==> src/rtl/pipe_hazard_ctrl.sv <==
// rtl/pipe_hazard_ctrl.sv - stall, flush and forwarding control for the 5-stage RV32 pipeline
// A shadow EX/MEM/WB scoreboard drives hazard stalls, EX operand forwarding and the data-memory freeze.

module pipe_hazard_ctrl #(
  parameter int IDX_W            = 5,
  parameter int FWD_EN           = 1,
  parameter int RF_WRITE_THROUGH = 1,
  parameter int MEM_TO_W         = 4,
  parameter int CNT_W            = 32
) (
  input  logic             clk,
  input  logic             rst,
  input  logic             id_valid,
  input  logic [IDX_W-1:0] id_rs1_idx,
  input  logic [IDX_W-1:0] id_rs2_idx,
  input  logic             id_rs1_used,
  input  logic             id_rs2_used,
  input  logic [IDX_W-1:0] id_dest_idx,
  input  logic             id_reg_wr,
  input  logic             id_rd_mem,
  input  logic             id_wr_mem,
  input  logic             ex_take_branch,
  input  logic             dmem_ack,
  output logic             pc_enable,
  output logic             if_id_enable,
  output logic             id_ex_enable,
  output logic             ex_mem_enable,
  output logic             if_id_flush,
  output logic             id_ex_bubble,
  output logic             mem_wb_bubble,
  output logic             pc_sel_target,
  output logic [1:0]       fwd_a_sel,
  output logic [1:0]       fwd_b_sel,
  output logic             mem_timeout,
  output logic [CNT_W-1:0] stall_cnt,
  output logic [CNT_W-1:0] flush_cnt
);

  typedef enum logic [0:0] {ST_IDLE, ST_WAIT} mstate_t;
  localparam logic [MEM_TO_W-1:0] WAIT_LIMIT = '1;

  logic             ex_valid, ex_reg_wr, ex_rd_mem, ex_wr_mem, ex_rs1_used, ex_rs2_used;
  logic [IDX_W-1:0] ex_dest, ex_rs1, ex_rs2;
  logic             mem_valid, mem_reg_wr, mem_rd_mem, mem_wr_mem;
  logic [IDX_W-1:0] mem_dest;
  logic             wb_valid, wb_reg_wr;
  logic [IDX_W-1:0] wb_dest;

  mstate_t             state, state_nxt;
  logic [MEM_TO_W-1:0] wait_cnt, wait_cnt_nxt;
  logic                mem_req, mem_freeze, wait_expired;
  logic                hazard, mem_stall, br_go, haz_stall;
  logic                ex_hit, mem_hit, wb_hit, mem_fwd_ok, wb_fwd_ok;

  function automatic logic src_hit(input logic [IDX_W-1:0] rs1, input logic [IDX_W-1:0] rs2,
                                   input logic use1, input logic use2, input logic v,
                                   input logic wr, input logic [IDX_W-1:0] dest);
    return v & wr & (dest != '0) & ((use1 & (rs1 == dest)) | (use2 & (rs2 == dest)));
  endfunction

  function automatic logic [1:0] fwd_pick(input logic [IDX_W-1:0] rs, input logic used,
                                          input logic m_ok, input logic [IDX_W-1:0] m_dest,
                                          input logic w_ok, input logic [IDX_W-1:0] w_dest);
    if (used && m_ok && (rs == m_dest)) return 2'd1;
    if (used && w_ok && (rs == w_dest)) return 2'd2;
    return 2'd0;
  endfunction

  assign ex_hit  = src_hit(id_rs1_idx, id_rs2_idx, id_rs1_used, id_rs2_used, ex_valid, ex_reg_wr, ex_dest);
  assign mem_hit = src_hit(id_rs1_idx, id_rs2_idx, id_rs1_used, id_rs2_used, mem_valid, mem_reg_wr, mem_dest);
  assign wb_hit  = src_hit(id_rs1_idx, id_rs2_idx, id_rs1_used, id_rs2_used, wb_valid, wb_reg_wr, wb_dest);

  always_comb begin
    hazard = 1'b0;
    if (FWD_EN != 0)
      hazard = id_valid & ex_hit & ex_rd_mem;
    else
      hazard = id_valid & (ex_hit | mem_hit | ((RF_WRITE_THROUGH == 0) & wb_hit));
  end

  // A load still in MEM has no data yet; the load-use stall ensures it is picked up from WB instead.
  assign mem_fwd_ok = mem_valid & mem_reg_wr & ~mem_rd_mem & (mem_dest != '0);
  assign wb_fwd_ok  = wb_valid & wb_reg_wr & (wb_dest != '0);

  always_comb begin
    fwd_a_sel = 2'd0;
    fwd_b_sel = 2'd0;
    if ((FWD_EN != 0) && !rst && ex_valid) begin
      fwd_a_sel = fwd_pick(ex_rs1, ex_rs1_used, mem_fwd_ok, mem_dest, wb_fwd_ok, wb_dest);
      fwd_b_sel = fwd_pick(ex_rs2, ex_rs2_used, mem_fwd_ok, mem_dest, wb_fwd_ok, wb_dest);
    end
  end

  assign mem_req      = mem_valid & (mem_rd_mem | mem_wr_mem);
  assign wait_expired = (state == ST_WAIT) & ~dmem_ack & (wait_cnt == WAIT_LIMIT);

  always_ff @(posedge clk) begin
    if (rst) begin
      state       <= ST_IDLE;
      wait_cnt    <= '0;
      mem_timeout <= 1'b0;
    end else begin
      state    <= state_nxt;
      wait_cnt <= wait_cnt_nxt;
      if (wait_expired) mem_timeout <= 1'b1;
    end
  end

  always_comb begin
    state_nxt    = state;
    wait_cnt_nxt = wait_cnt;
    case (state)
      ST_IDLE: if (mem_req && !dmem_ack) begin
        state_nxt    = ST_WAIT;
        wait_cnt_nxt = MEM_TO_W'(1);
      end
      ST_WAIT: if (dmem_ack || wait_expired) begin
        state_nxt    = ST_IDLE;
        wait_cnt_nxt = '0;
      end else begin
        wait_cnt_nxt = wait_cnt + MEM_TO_W'(1);
      end
      default: state_nxt = ST_IDLE;
    endcase
  end

  // wait_cnt counts frozen cycles, so the expiring cycle itself releases the pipeline.
  always_comb begin
    mem_freeze = 1'b0;
    case (state)
      ST_IDLE: mem_freeze = mem_req & ~dmem_ack;
      ST_WAIT: mem_freeze = ~dmem_ack & ~wait_expired;
      default: mem_freeze = 1'b0;
    endcase
  end

  assign mem_stall = ~rst & mem_freeze;
  assign br_go     = ~rst & ~mem_stall & ex_take_branch;
  assign haz_stall = ~rst & ~mem_stall & ~ex_take_branch & hazard;

  assign pc_enable     = ~(mem_stall | haz_stall);
  assign if_id_enable  = ~(mem_stall | haz_stall);
  assign id_ex_enable  = ~mem_stall;
  assign ex_mem_enable = ~mem_stall;
  assign if_id_flush   = br_go;
  assign id_ex_bubble  = br_go | haz_stall;
  assign mem_wb_bubble = mem_stall;
  assign pc_sel_target = br_go;

  always_ff @(posedge clk) begin
    if (rst) begin
      ex_valid  <= 1'b0;
      mem_valid <= 1'b0;
      wb_valid  <= 1'b0;
    end else begin
      wb_valid  <= mem_valid & ~mem_wb_bubble;
      wb_dest   <= mem_dest;
      wb_reg_wr <= mem_reg_wr;
      if (ex_mem_enable) begin
        mem_valid  <= ex_valid;
        mem_dest   <= ex_dest;
        mem_reg_wr <= ex_reg_wr;
        mem_rd_mem <= ex_rd_mem;
        mem_wr_mem <= ex_wr_mem;
      end
      if (id_ex_enable) begin
        ex_valid    <= id_valid & ~id_ex_bubble;
        ex_dest     <= id_dest_idx;
        ex_reg_wr   <= id_reg_wr;
        ex_rd_mem   <= id_rd_mem;
        ex_wr_mem   <= id_wr_mem;
        ex_rs1      <= id_rs1_idx;
        ex_rs2      <= id_rs2_idx;
        ex_rs1_used <= id_rs1_used;
        ex_rs2_used <= id_rs2_used;
      end
    end
  end

  always_ff @(posedge clk) begin
    if (rst) begin
      stall_cnt <= '0;
      flush_cnt <= '0;
    end else begin
      if (mem_stall || haz_stall) stall_cnt <= stall_cnt + CNT_W'(1);
      if (br_go) flush_cnt <= flush_cnt + CNT_W'(1);
    end
  end

endmodule

==> config.mk <==
export PLATFORM = sky130hd
export DESIGN_NAME = pipe_hazard_ctrl
export DESIGN_NICKNAME = d
export VERILOG_FILES = /design/src/rtl/pipe_hazard_ctrl.sv
export SDC_FILE = /design/constraint.sdc
export NUM_CORES = 1
export LEC_CHECK = 0
export CORE_MARGIN = 2
export CORE_UTILIZATION = 49
export CTS_CLUSTER_SIZE = 24
export DETAILED_ROUTE_END_ITERATION = 8
export PLACE_DENSITY = 0.77
export SYNTH_ARGS = -nofsm -noshare
export SYNTH_HDL_FRONTEND = slang
export SYNTH_SLANG_ARGS = --single-unit
==> constraint.sdc <==
create_clock -name clk -period 4.2 [get_ports clk]
set_clock_uncertainty 0.15 [all_clocks]
set_input_delay 0.63 -clock clk [delete_from_list [all_inputs] [get_ports clk]]
set_output_delay 0.63 -clock clk [all_outputs]
set_load 0.1 [all_outputs]
Yosys cells after proc, flatten, opt, wreduce, memory -nomap -nowiden:

Cells that the tools add are included.

* register bits: 107

* add/subtract/negate cells: 3
* equality and inequality tests: 8
* mux-type cells: 27
* bitwise operators: 37
* reduce and logical (&&, ||, !) cells: 18

Operators with widths (count)
* 32-bit by 1-bit adder with 32-bit output, second input constant: 2
* 5-bit == test: 6
* 1-bit AND: 24
* 2-bit 2-to-1 mux: 10
* 5-bit nonzero test: 3
* 1-bit 2-to-1 mux: 12
* 1-bit logical AND: 10
* 1-bit inverter: 9
* 4-bit 2-to-1 mux: 2
* 4-bit one-hot mux with 2 select lines: 1
* 4-bit by 1-bit adder with 4-bit output, second input constant: 1
* 4-bit == test, second input constant: 1
* 1-bit bitwise OR: 4
* 1-bit one-hot mux with 2 select lines: 2
* 1-bit logical NOT: 2
* 1-bit logical OR: 2
* 2-bit inequality test, second input constant: 1
* 2-bit AND reduction: 1

Longest topological paths before layout:

* word-level depth: 14
* gate-level depth with buffers: 9
* gate-level depth less buffers: 7

Worst setup path after synthesis:

Ideal clock, no wire load.

* kind: reg2out
* start: reg wait_cnt[0]
* end: out pc_sel_target
* arrival: 3672 ps
* required time: 3420 ps
* setup slack: -252 ps
* cell stages (with the launch flop): 8
* path through: dfxtp_1 ha_1 a41oi_2 o21a_1 nor2_1 nand2_1 inv_1 buf_4

* word-level cells in the longest chain between the ends: 9

RTL lines
* start, declared: line 50 `logic [MEM_TO_W-1:0] wait_cnt, wait_cnt_nxt;`
* start signal, assigned: line 104 `wait_cnt <= wait_cnt_nxt;`
* 4-bit == test: line 95 `assign wait_expired = (state == ST_WAIT) & ~dmem_ack & (wait_cnt == WAIT_LIMIT);`
* 1-bit AND: line 95
* 1-bit inverter: line 132 `ST_WAIT: mem_freeze = ~dmem_ack & ~wait_expired;`
* 1-bit AND: line 132
* 1-bit one-hot mux with 2 select lines: line 130 `case (state)`
* 1-bit AND: line 137 `assign mem_stall = ~rst & mem_freeze;`
* 1-bit inverter (no line)
* 1-bit AND (2 in series): line 138 `assign br_go = ~rst & ~mem_stall & ex_take_branch;`
* end, declared: line 31 `output logic pc_sel_target,`

No other way between the ends.

Worst setup path in the final report:

* start: reg wait_cnt[0]
* end: out if_id_enable

* word-level cells in the longest chain between the ends: 12

RTL lines
* 4-bit == test (*): line 95
* 1-bit AND (*): line 95
* 1-bit inverter (*): line 132
* 1-bit AND (*): line 132
* 1-bit one-hot mux with 2 select lines (*): line 130
* 1-bit AND (*): line 137
* 1-bit inverter (no line)
* 1-bit AND (3 in series): line 139 `assign haz_stall = ~rst & ~mem_stall & ~ex_take_branch & hazard;`
* 1-bit bitwise OR (*): line 142 `assign if_id_enable = ~(mem_stall | haz_stall);`
* 1-bit inverter (*): line 142
* end, declared: line 25 `output logic if_id_enable,`

Mark *: on every way between the ends. The rest lies on a longest branch, timed or not.

==> results_dict.tcl <==
set metrics [dict create \
    outcome "finished, final reports clean" \
    worst_setup_path_end_kind "primary output" \
    areaGrowthSynthToFinish_pct 26.6 \
    yosysUniqueCellTypes 49 \
    initialDrtViolationCount 162 \
    yosys.area_share.adder_pct 0.760 \
    timing.reg2reg.setup_slack_ns 1.28 \
    gr-total-overflow 0 \
    clock_power_share_pct 34.2 \
    ir_drop_uv 185 \
    post-route-util_pct 64.0 \
    synthArstFlopShare_pct 0 \
    crit_arrival_ns 2.63 \
    viasPerCell 5.53 \
    tightestPinTransition_ns 1.00 \
    synth_seq_area_share_pct 50.3 \
    yosysWarningCount 0 \
    final_layout_size_suffix_gt1_share_pct 8.96 \
    die_area_um2 10900 \
    synth-main-ff-cell "dfxtp_1" \
    grt_pass1_wl_mm 19.0 \
    critPathRequiredTime_ns 3.42 \
    setup_viol_count_final 0 \
    cp_num_cells 6 \
    clk_path_buf_depth 2 \
    synth_top_cell_by_area "dfxtp_1" \
    antenna_cells_inserted 0 \
    grt_max_degree 71 \
    synth_simple_gate_area_share_pct 24.4 \
    post-route-drc-count 0 \
    combinational_family_with_the_most_area_after_synthesis "simple AND/OR/NAND/NOR gates" \
    post-synth-top-count-cell "dfxtp_1" \
    clk_root_buffer_cell "clkbuf_8" \
    worst_path_largest_cell_delay_ns 0.74 \
    std_cell_rows 36 \
    min_period_over_period_pct 81.1 \
    routabilityCongestion 0.804 \
    finalMaxSlewViolations 0 \
    mappedNetlistArea_um2 4940 \
    p_seq_share_pct 58.8 \
    hold_viol 0 \
    setup.worst_path.class "register to primary output" \
    tritoncts "built" \
    post_synth_main_area_contributors "dfxtp_1, edfxtp_1, xnor2_1" \
    worst_hold_path_type "register to register" \
    synth_seq_cells 107 \
    post-cts-setup-buffers 0 \
    htreeDepth 3 \
    die_height_um 104 \
    setup_tns_ns 0 \
    cts_resized 0 \
    clkSinkCount 107 \
    crit_path_top_delay_cell "a31oi_4" \
    die_x_um 104 \
    total_switching_power_mw 0.466 \
    reg2reg_depth 8 \
    hold-worst-slack_ns 0.312 \
    grt_antenna_before_repair 0 \
    intPower_mw 1.43 \
    worst_path_dominant_cell_family "compound AO/OA/AOI/OAI gates" \
    p_per_area_nw_per_um2 304 \
    ant_nets 0 \
    clk-insertion-delay-late_ns 0.37 \
    synth.area.mux_share_pct 0.203 \
    postRouteWirelength_mm 11.2 \
    synth_enable_flop_cells 34 \
    min_tclk_post_route_ns 3.41 \
    average_cell_area_after_synthesis_um2 9.78 \
    power_leakage_nw 2.00 \
    rsz0062_at_grt "no" \
    dr_total_vias 4069 \
    detail_route.wl_per_cell_um 15.2 \
    synth_compound_gate_area_share_pct 10.2 \
    synth_top_cells_by_count "dfxtp_1, nor2_1, xnor2_1, a21oi_1, edfxtp_1" \
    synthXorXnorAreaFrac_pct 10.5 \
    max_cap_viol_count 0 \
    worstSetupStartpointType "register" \
    tritoncts.num_buffers 9 \
    timing.critical_path.fanout_max 35 \
    crit_buf_inv 1 \
    initial_utilization_pct 50.5 \
    grt_pass1_vias 3990 \
    design.portCount 102 \
    synth.net_count 533 \
    clkSlewWorstSetupHoldPaths_ns 0.11 \
    detailedRoute.firstPassIterationCount 5 \
    nNetsFinal 626 \
    placement.io_buffers 101 \
    power_frac_comb_pct 7.0 \
    track_usage_pct 21.0 \
    cts_stage_hold_buffer_count 0 \
    hold-path-cell-count 0 \
    switching_share_pct 24.6 \
    report.power.total_mw 1.90 \
    post_synth_inst_count 505 \
    yosys.area.top_type_share_pct 29.6 \
    area_of_the_placeable_core_um2 9770 \
    achievable-frequency_ghz 0.294 \
    worstPathCellList "ha_1, a41oi_2, o21ai_2, nor2_2, a31oi_4, buf_12" \
    worst_slew_margin_rel_pct 33.1 \
    hpwlAfterDp_mm 8.10 \
]
-- cells by family (layout without fill, tap and decap cells) --
| kind of cell | after synthesis | after routing |
|---|---|---|
| simple gates | 214 | 214 |
| flops | 107 | 107 |
| compound gates | 84 | 84 |
| xor+xnor | 59 | 59 |
| buf+inv | 37 | 135 |
| fa+ha+maj | 3 | 3 |
| mux | 1 | 1 |
-- stage by stage --
| step | cells | worst slack (ns) | area, um2 |
|---|---|---|---|
| 3_3_place_gp | 720 | 0.927 | 6040 |
| 3_5_place_dp | 720 | 0.847 | 6040 |
| 2_1_floorplan | 505 | 0.306 | 4940 |
| 5_1_grt | 736 | 0.572 | 6250 |
| 6_report | 736 | 0.795 | 6250 |
| 4_1_cts | 736 | 0.779 | 6250 |
-- registers in the layout, summed over array words and instances, names as in the netlist, 4 cells and up --
register and cells:
flush_cnt 32, stall_cnt 32, ex_rs2 5, ex_rs1 5, wb_dest 5, mem_dest 5
wait_cnt 4, ex_dest 5
-- layout make-up --
| cell class | instances | area [um2] |
|---|---|---|
| Inverter | 14 | 52.6 |
| Clock buffer | 9 | 124 |
| Fill cell | 808 | 3520 |
| Timing Repair Buffer | 105 | 1070 |
| Sequential cell | 107 | 2480 |
| Multi-Input combinational cell | 361 | 2270 |
| Tap cell | 133 | 166 |
| Clock inverter | 7 | 86.3 |
-- power by group through the flow --
stage / registers, mW / clock network (mW) / logic, mW
after floorplan: 1.15 / 0 / 0.0709
after global placement: 1.14 / 0 / 0.131
after detailed placement: 1.14 / 0 / 0.134
after CTS: 1.12 / 0.663 / 0.134
after global routing: 1.12 / 0.705 / 0.144
final: 1.12 / 0.650 / 0.133
-- metal layers --
| metal | share of wire (%) | wire, um | track usage, % | vias to the layer above |
|---|---|---|---|---|
| li1 | - | - | - | 2003 |
| met1 | 45 | 4990 | 27.0 | 1937 |
| met2 | 48 | 5340 | 34.5 | 115 |
| met3 | 6.2 | 691 | 5.26 | 14 |
| met4 | 1.5 | 166 | 7.05 | 0 |
| met5 | 0 | 0 | 0 | - |
-- layout by cell type (no fill, tap or decap), types with 23 or more instances in the layout --
master and n:
xnor2_1 37, edfxtp_1 34, nand3_1 25, nand4_1 23, or3_1 28, nor2_1 47
nand2_1 28, a21oi_1 35, dfxtp_1 73, clkdlybuf4s50_1 88
-- final timing paths --
check                                 start            end
worst max register to register  wait_cnt[0]  stall_cnt[22]
worst max-delay path            wait_cnt[0]   if_id_enable
worst min register to register   mem_reg_wr      wb_reg_wr
worst min-delay path             mem_reg_wr      wb_reg_wr
No activity file was read; power rests on OpenSTA's default activity.
